## src/rtl/arith_pkg.sv

```systemverilog
// Shared types and constants for the nibble-serial arithmetic blocks.
package arith_pkg;
  typedef enum logic [1:0] {IDLE = 2'd0, RUN = 2'd1, DONE = 2'd2} state_t;
  localparam int NIBBLE_W = 4;
endpackage

```

## src/rtl/nibble_serial_adder_ctrl_cla4.sv

```systemverilog
// 4-bit carry-lookahead adder with carry-in; also exposes the carry into bit 3
// so the controller can form signed overflow on the top nibble.
module cla4_cin (
  input  logic [3:0] A,
  input  logic [3:0] B,
  input  logic       Cin,
  output logic [3:0] Sum,
  output logic       Cout,
  output logic       C3
);
  logic [3:0] g, p;
  logic       c1, c2, c3, c4;

  assign g = A & B;
  assign p = A ^ B;

  assign c1 = g[0] | (p[0] & Cin);
  assign c2 = g[1] | (p[1] & g[0]) | (p[1] & p[0] & Cin);
  assign c3 = g[2] | (p[2] & g[1]) | (p[2] & p[1] & g[0]) | (p[2] & p[1] & p[0] & Cin);
  assign c4 = g[3] | (p[3] & g[2]) | (p[3] & p[2] & g[1]) | (p[3] & p[2] & p[1] & g[0])
            | (p[3] & p[2] & p[1] & p[0] & Cin);

  assign Sum  = p ^ {c3, c2, c1, Cin};
  assign Cout = c4;
  assign C3   = c3;
endmodule

```

## src/rtl/nibble_serial_adder_ctrl.sv

```systemverilog
// WIDTH-bit adder built from one shared 4-bit CLA slice, stepped LSB nibble
// first over WIDTH/4 cycles between a valid/ready input and output handshake.
module nibble_serial_adder_ctrl
  import arith_pkg::*;
#(
  parameter int WIDTH = 16
) (
  input  logic             clk,
  input  logic             rst_n,
  input  logic             in_valid,
  output logic             in_ready,
  input  logic [WIDTH-1:0] a,
  input  logic [WIDTH-1:0] b,
  input  logic             cin,
  output logic             out_valid,
  input  logic             out_ready,
  output logic [WIDTH-1:0] sum,
  output logic             cout,
  output logic             ovf,
  output logic             busy
);
  localparam int NIBBLES = WIDTH / NIBBLE_W;
  localparam int IW      = $clog2(NIBBLES);
  localparam logic [IW-1:0] LAST = IW'(NIBBLES - 1);

  generate
    if ((WIDTH % NIBBLE_W) != 0 || WIDTH < 8) begin : g_bad_width
      $error("nibble_serial_adder_ctrl: WIDTH must be a multiple of 4 and >= 8");
    end
  endgenerate

  state_t           state;
  logic [IW-1:0]    idx;
  logic             carry;
  logic [WIDTH-1:0] a_sh, b_sh, sum_sh;
  logic             cout_r, ovf_r;

  logic [3:0] n_sum;
  logic       n_cout, n_c3;

  cla4_cin u_cla (
    .A    (a_sh[NIBBLE_W-1:0]),
    .B    (b_sh[NIBBLE_W-1:0]),
    .Cin  (carry),
    .Sum  (n_sum),
    .Cout (n_cout),
    .C3   (n_c3)
  );

  always_ff @(posedge clk or negedge rst_n) begin
    if (!rst_n) begin
      state  <= IDLE;
      idx    <= '0;
      carry  <= 1'b0;
      a_sh   <= '0;
      b_sh   <= '0;
      sum_sh <= '0;
      cout_r <= 1'b0;
      ovf_r  <= 1'b0;
    end else begin
      case (state)
        IDLE: if (in_valid) begin
          a_sh  <= a;
          b_sh  <= b;
          carry <= cin;
          idx   <= '0;
          state <= RUN;
        end
        RUN: begin
          // Fill from the MSB end so the first nibble lands at bit 0 after the last step.
          sum_sh <= {n_sum, sum_sh[WIDTH-1:NIBBLE_W]};
          a_sh   <= a_sh >> NIBBLE_W;
          b_sh   <= b_sh >> NIBBLE_W;
          carry  <= n_cout;
          idx    <= idx + IW'(1);
          if (idx == LAST) begin
            cout_r <= n_cout;
            ovf_r  <= n_c3 ^ n_cout;
            state  <= DONE;
          end
        end
        DONE: if (out_ready) state <= IDLE;
        default: state <= IDLE;
      endcase
    end
  end

  assign in_ready  = (state == IDLE);
  assign out_valid = (state == DONE);
  assign busy      = (state != IDLE);
  assign sum       = sum_sh;
  assign cout      = cout_r;
  assign ovf       = ovf_r;
endmodule

```

## config.mk

```make
export PLATFORM = sky130hd
export DESIGN_NAME = nibble_serial_adder_ctrl
export DESIGN_NICKNAME = d
export VERILOG_FILES = /design/src/rtl/arith_pkg.sv /design/src/rtl/nibble_serial_adder_ctrl_cla4.sv /design/src/rtl/nibble_serial_adder_ctrl.sv
export SDC_FILE = /design/constraint.sdc
export NUM_CORES = 1
export LEC_CHECK = 0
export ABC_AREA = 1
export BUFFER_PORTS_ARGS = -buffer_cell sky130_fd_sc_hd__buf_2
export CAP_MARGIN = 20
export CORE_MARGIN = 2
export CORE_UTILIZATION = 31
export CTS_BUF_LIST = sky130_fd_sc_hd__clkbuf_16
export DETAILED_ROUTE_END_ITERATION = 12
export PLACE_DENSITY = 0.54
export SYNTH_ARGS = -nofsm -noshare
export SYNTH_HDL_FRONTEND = slang
export SYNTH_SLANG_ARGS = --single-unit
```

## constraint.sdc

```tcl
create_clock -name clk -period 1.5 [get_ports clk]
set_input_delay 0.075 -clock clk [delete_from_list [all_inputs] [get_ports clk]]
set_output_delay 0.075 -clock clk [all_outputs]
set_load 0.01 [all_outputs]
```

---- Word-level counts from Yosys, hierarchy flattened ----
Cells that the tools add are included.
word-level totals
  bits in registers ....................... 55
  input bits .............................. 37
  output and inout bits ................... 21
cells by class
  add/sub/neg operators ................... 1
  eq/ne operators ......................... 6
  mux-type cells .......................... 12
  bitwise gates (word level) .............. 30
  reduce and logical (&&, ||, !) cells .... 6
operators with widths
  kind                   number
  $pmux W16 S2           2
  $mux W16               2
  $and A1 B1 Y1          16
  $or A1 B1 Y1           10
  $mux W2                4
  $xor A4 B4 Y4          2
  $pmux W2 S3            1
  $and A4 B4 Y4          1
  $eq A2 B2 Y1 const B   2
  $ne A2 B2 Y1 const B   2
  $pmux W2 S2            1
  $reduce_and A2 Y1      2
  $reduce_bool A2 Y1     2
  $reduce_and A3 Y1      1
  $add A2 B1 Y2 const B  1
  $eq A2 B1 Y1 const B   1
  $logic_not A2 Y1       1
  $ne A2 B1 Y1 const B   1
  $pmux W1 S2            1
  $mux W1                1
  $xor A1 B1 Y1          1

---- Longest topological paths before layout ----
  depth after elaboration ................. 7
  depth in mapped cells ................... 9
  gate-level depth less buffers ........... 8

---- Hierarchy ----
From an unflattened synthesis, not the netlist that was laid out.
unflattened totals
  cell total of the unflattened synthesis .. 363
  area total of the unflattened synthesis .. 2807.7 sq um
modules (own cells, without submodules)
  module                    instances  cells an instance  area an instance (sq um)  seq. area each (sq um)
  nibble_serial_adder_ctrl  1          332                2613.8                    1376.3
  cla4_cin                  1          31                 193.9                     0.0

---- Worst setup path after synthesis ----
Ideal clock, no wire load.
  kind .................................... register to register
  start ................................... register a_sh[1]
  end ..................................... register carry
  data arrival time ....................... 1.321 ns
  slack ................................... 0.062 ns
  cell stages (with the launch flop) ...... 7
  buffers on the path ..................... 0
  cells stage by stage .................... dfrtp_1 > ha_1 > or2_2 > nand3_1 > nand3_1 > o211ai_2 > inv_2
on the way
  cells in the longest elaborated chain, start to end .. 6
  elaborated cells between the ends (all ways) .. 11
RTL lines
  element                                                RTL line                                                                  source
  start: declaration                                     nibble_serial_adder_ctrl.sv:35                                            logic [WIDTH-1:0] a_sh, b_sh, sum_sh;
  start signal: assignment                               nibble_serial_adder_ctrl.sv:72                                            a_sh <= a_sh >> NIBBLE_W;
  $and A4 B4 Y4 / $xor A4 B4 Y4 (equally long branches)  nibble_serial_adder_ctrl_cla4.sv:14, nibble_serial_adder_ctrl_cla4.sv:15
  $and A1 B1 Y1 (on tied branches)                       nibble_serial_adder_ctrl_cla4.sv:20, nibble_serial_adder_ctrl_cla4.sv:21
  $or A1 B1 Y1, or another cell as far along             nibble_serial_adder_ctrl_cla4.sv:20                                       assign c4 = g[3] | (p[3] & g[2]) | (p[3] & p[2] & g[1]) | (p[3] & p[2] & p[1] & g[0])
  $or A1 B1 Y1 / $and A1 B1 Y1 (equally long branches)   nibble_serial_adder_ctrl_cla4.sv:20, nibble_serial_adder_ctrl_cla4.sv:21
  $or A1 B1 Y1 (*)                                       nibble_serial_adder_ctrl_cla4.sv:21                                       | (p[3] & p[2] & p[1] & p[0] & Cin);
  $pmux W1 S2 (*)                                        nibble_serial_adder_ctrl.sv:61                                            case (state)
  end signal: assignment                                 nibble_serial_adder_ctrl.sv:65                                            carry <= cin;
  end signal: assignment                                 nibble_serial_adder_ctrl.sv:74                                            carry <= n_cout;
  end: declaration                                       nibble_serial_adder_ctrl.sv:34                                            logic carry;
Every way passes the cells marked *; elsewhere a longest branch is shown, timed or not.
A chain may end at the register's enable or synchronous reset.

---- Worst setup path in the final report ----
  start ................................... register a_sh[1]
  end ..................................... register ovf_r, in the netlist ovf
on the way
  cells in the longest elaborated chain, start to end .. 6
  elaborated cells between the ends (all ways) .. 19
RTL lines
  element                                                  RTL line                                                                                                       source
  $and A4 B4 Y4 / $xor A4 B4 Y4 (equally long branches)    nibble_serial_adder_ctrl_cla4.sv:14, nibble_serial_adder_ctrl_cla4.sv:15
  $and A1 B1 Y1 (on tied branches)                         nibble_serial_adder_ctrl_cla4.sv:19, nibble_serial_adder_ctrl_cla4.sv:20, nibble_serial_adder_ctrl_cla4.sv:21
  $or A1 B1 Y1, or another cell as far along (2 in a row)  nibble_serial_adder_ctrl_cla4.sv:19                                                                            assign c3 = g[2] | (p[2] & g[1]) | (p[2] & p[1] & g[0]) | (p[2] & p[1] & p[0] & Cin);
  $or A1 B1 Y1 (on tied branches)                          nibble_serial_adder_ctrl_cla4.sv:19, nibble_serial_adder_ctrl_cla4.sv:21
  $xor A1 B1 Y1 (*)                                        nibble_serial_adder_ctrl.sv:78                                                                                 ovf_r <= n_c3 ^ n_cout;
  end signal: assignment                                   nibble_serial_adder_ctrl.sv:78
  end: declaration                                         nibble_serial_adder_ctrl.sv:36                                                                                 logic cout_r, ovf_r;
Marks and branches as above.

==> flow_summary_export.csv <==
group,metric,value,unit
synthesis,synth-seq-area-share,0.530,
power_and_ir_drop,finalPower,0.00823,W
setup_path,timing.critical_path.fanout_max,4,
finish,syn2layout_area_growth,25.9,%
worst_hold_path,hold_path.class,"in2reg",
synthesis,avgSynthCellArea,8.61,µm²
place,dpl.cell_count,456,
synthesis,synth_enable_flop_cells,0,
clock_tree,number_of_sinks_on_the_clock_net,55,
routing,viasPerCell,4.70,
worst_hold_path,hold_start,"a[13]",
routing,post-route-drc-count,0,
grt,first_global_vias,2090,
clock_tree,cts.path.max_buffers,2,
routing,first_pass_iters,4,
sta,report.final.slew_viol_count,0,
flow_run,max_cap_viol_count,0,
grt,grt_max_degree,40,
power_and_ir_drop,p_leak,1.62,nW
synthesis,synth.ff_latch_count,55,
sta,clock-skew-final,4.56,ps
setup_path,startpoint_of_the_worst_slack_reg_to_reg_timing_path,"a_sh[1]",
synthesis,synth-async-reset-ratio,1.00,
floorplan,die_x,95.6,µm
clock_tree,clkTransAtPathRegs,70,ps
routing,first_iter_violations,180,
sta,timing.max_slew.rel_slack,0.723,
grt,antenna_found_initial,0,
synthesis,ys_types,26,
grt,grt_usage,0.140,
setup_path,required_arrival_time_at_the_worst_endpoint,1690,ps
setup_path,timing.critical_path.arrival,1620,ps
floorplan,area_enclosed_by_the_die_boundary,9130,µm²
floorplan,initial_core_util,0.318,
finish,layout.cells.non_filler,466,
routing,postRouteWirelength,6080,µm
routing,detail_route.wl_per_cell,13.0,µm
floorplan,die_height,95.6,µm
floorplan,design.portCount,58,
place,dpl.hpwl,4290,µm
synthesis,syn_area,2600,µm²
status,status,"finished, final reports clean",
grt,grt_first_pass_wirelength,10100,µm
clock_tree,worstSkewPairLatency,290,ps
setup_path,criticalPathCategory,"reg2reg",
sta,setup-violations-final,0,
finish,n_antenna_cell,0,
place,gpl.final_weighted_congestion,0.739,
clock_tree,tritoncts,"yes",
setup_path,setup.worst_path.start,"a_sh[1]",
place,port_buffers,57,
sta,fin_tns_setup,0,ps
sta,worst_pin_slew,415,ps
synthesis,synthesis.nets,345,
sta,final_hold_viol_count,0,
grt,grt_overflow_total,0,
clock_tree,ctsRootBufferMaster,"clkbuf_16",
setup_path,critical_path.startpoint_type,"flop",
synthesis,synth.yosys.warnings,0,
power_and_ir_drop,powerDensity,2520,nW/µm²
power_and_ir_drop,power.ir.vdd_worst,1.07,mV
clock_tree,cts_post_setup_buffers_inserted,0,
floorplan,core.rowCount,33,
sta,clock.fmax,0.699,GHz
clock_tree,ctsHtreeMaxLevel,2,
clock_tree,cts_inserted_buffers,5,
routing,ant_nets,0,
finish,post_route_cells_drive_above_1_share,0.258,
sta,min_period_over_period,0.953,
routing,via_count,2189,
synthesis,ys_dominant_reg_cell,"dfrtp_1",
setup_path,critical_path.endpoint_type,"flop",
finish,finish.net_count,403,
synthesis,synthesis.instances,302,
floorplan,core-area,8180,µm²
sta,min_period,1430,ps
==> state kept, by name, indices dropped and copies added, names as in the netlist <==
name   count
a_sh      16
b_sh      16
sum       16
idx        2
state      2
carry      1
cout       1
ovf        1
==> cell families (layout without fill, tap and decap cells) <==
family | Yosys count | in the layout | synth area share
buffers and inverters | 39 | 98 | 0.0655
adder cells (fa/ha/maj) | 6 | 6 | 0.0318
flip-flops | 55 | 55 | 0.530
AO/OA/AOI/OAI | 68 | 68 | 0.147
AND/OR/NAND/NOR | 133 | 133 | 0.223
XOR/XNOR | 1 | 1 | 0.00337
==> cells in the final DEF (no fill, tap or decap), drive strengths merged <==
cell         Yosys  routed
buf             11      69
o21ai           60      60
dfrtp           55      55
nand2           50      50
nand3           48      48
nor2            33      33
inv             19      19
clkbuf           9       5
ha               5       5
a21oi            3       3
o22ai            3       3
dlygate4sd3      0       2
clkinv           0       2
nand4            1       1
or2              1       1
xor2             1       1
o31ai            1       1
o211ai           1       1
fa               1       1
bufinv           0       1
==> repair_timing <==
item,4_1_cts,5_1_grt
hold buffers,2,0
setup endpoints to repair,2,2
endpoints found under the hold margin,17,0
resized for setup,1,3
==> worst paths after layout <==
kind | endpoint | slack [ps] | cells after the start
worst max-delay path | ovf | 70 | 8
min in group asynchronous | b_sh[13] | 250 | 2
worst min register to register | sum[0] | 480 | 2
worst max register to register | ovf | 70 | 8
worst min-delay path | a_sh[13] | 10 | 3
max in group asynchronous | sum[8] | 710 | 3
==> final cells by class <==
type	count	area, µm²
clock buffer	5	125
timing repair buffer	71	445
tap	105	131
sequential	55	1380
inverter	19	71.3
multi-input combinational	208	1080
fill	860	4900
clock inverter	3	38.8
==> per-layer routing <==
| layer | global-route usage | vias to the layer above | part of all wire | wire, µm |
|---|---|---|---|---|
| met4 | 0.0357 | 0 | 0.012 | 72 |
| li1 | - | 1125 | - | - |
| met2 | 0.231 | 38 | 0.49 | 3000 |
| met5 | 0 | - | 0 | 0 |
| met3 | 0.0198 | 5 | 0.037 | 223 |
| met1 | 0.194 | 1021 | 0.46 | 2780 |
==> critical path, stage by stage, from the launching register on <==
cell     delay (ps)
dfrtp_1         410
ha_4            260
buf_4           140
nand3_1          70
nor2_1           50
nor2_1          160
nand3_1         100
nand3_1          80
nand2_1          50
==> report_power, final <==
group / total (W) / internal (W) / switching (W)
sequential: 0.00267 / 0.00223 / 0.000439
combinational: 0.00426 / 0.00175 / 0.00251
clock: 0.00130 / 0.000780 / 0.000522
total: 0.00823 / 0.00476 / 0.00347
==> Yosys cell counts (2+ instances only) <==
library cell,count,area share
inv_1,17,0.025
nand2_2,2,0.0048
buf_2,7,0.013
o21ai_2,4,0.013
nor2_1,32,0.046
ha_1,5,0.024
o22ai_2,2,0.0096
o21ai_1,22,0.042
a21oi_1,3,0.0058
buf_1,2,0.0029
dfrtp_1,55,0.53
nand3_1,48,0.092
inv_2,2,0.0029
clkbuf_1,9,0.013
o21ai_0,34,0.065
nand2_1,47,0.068
buf_6,2,0.0087
==> per-stage QoR <==
step	hold slack, ps	utilization	cell area (µm²)	worst slack, ps
global placement	30.8	0.374	3060	40.1
global route	17.5	0.400	3270	-13.3
CTS	8.82	0.398	3250	50.9
detailed placement	35.7	0.374	3060	3.05
floorplan	-221	-	2600	62.1
finish	11.2	0.400	3270	69.8
Power figures use the tool's default switching activity.
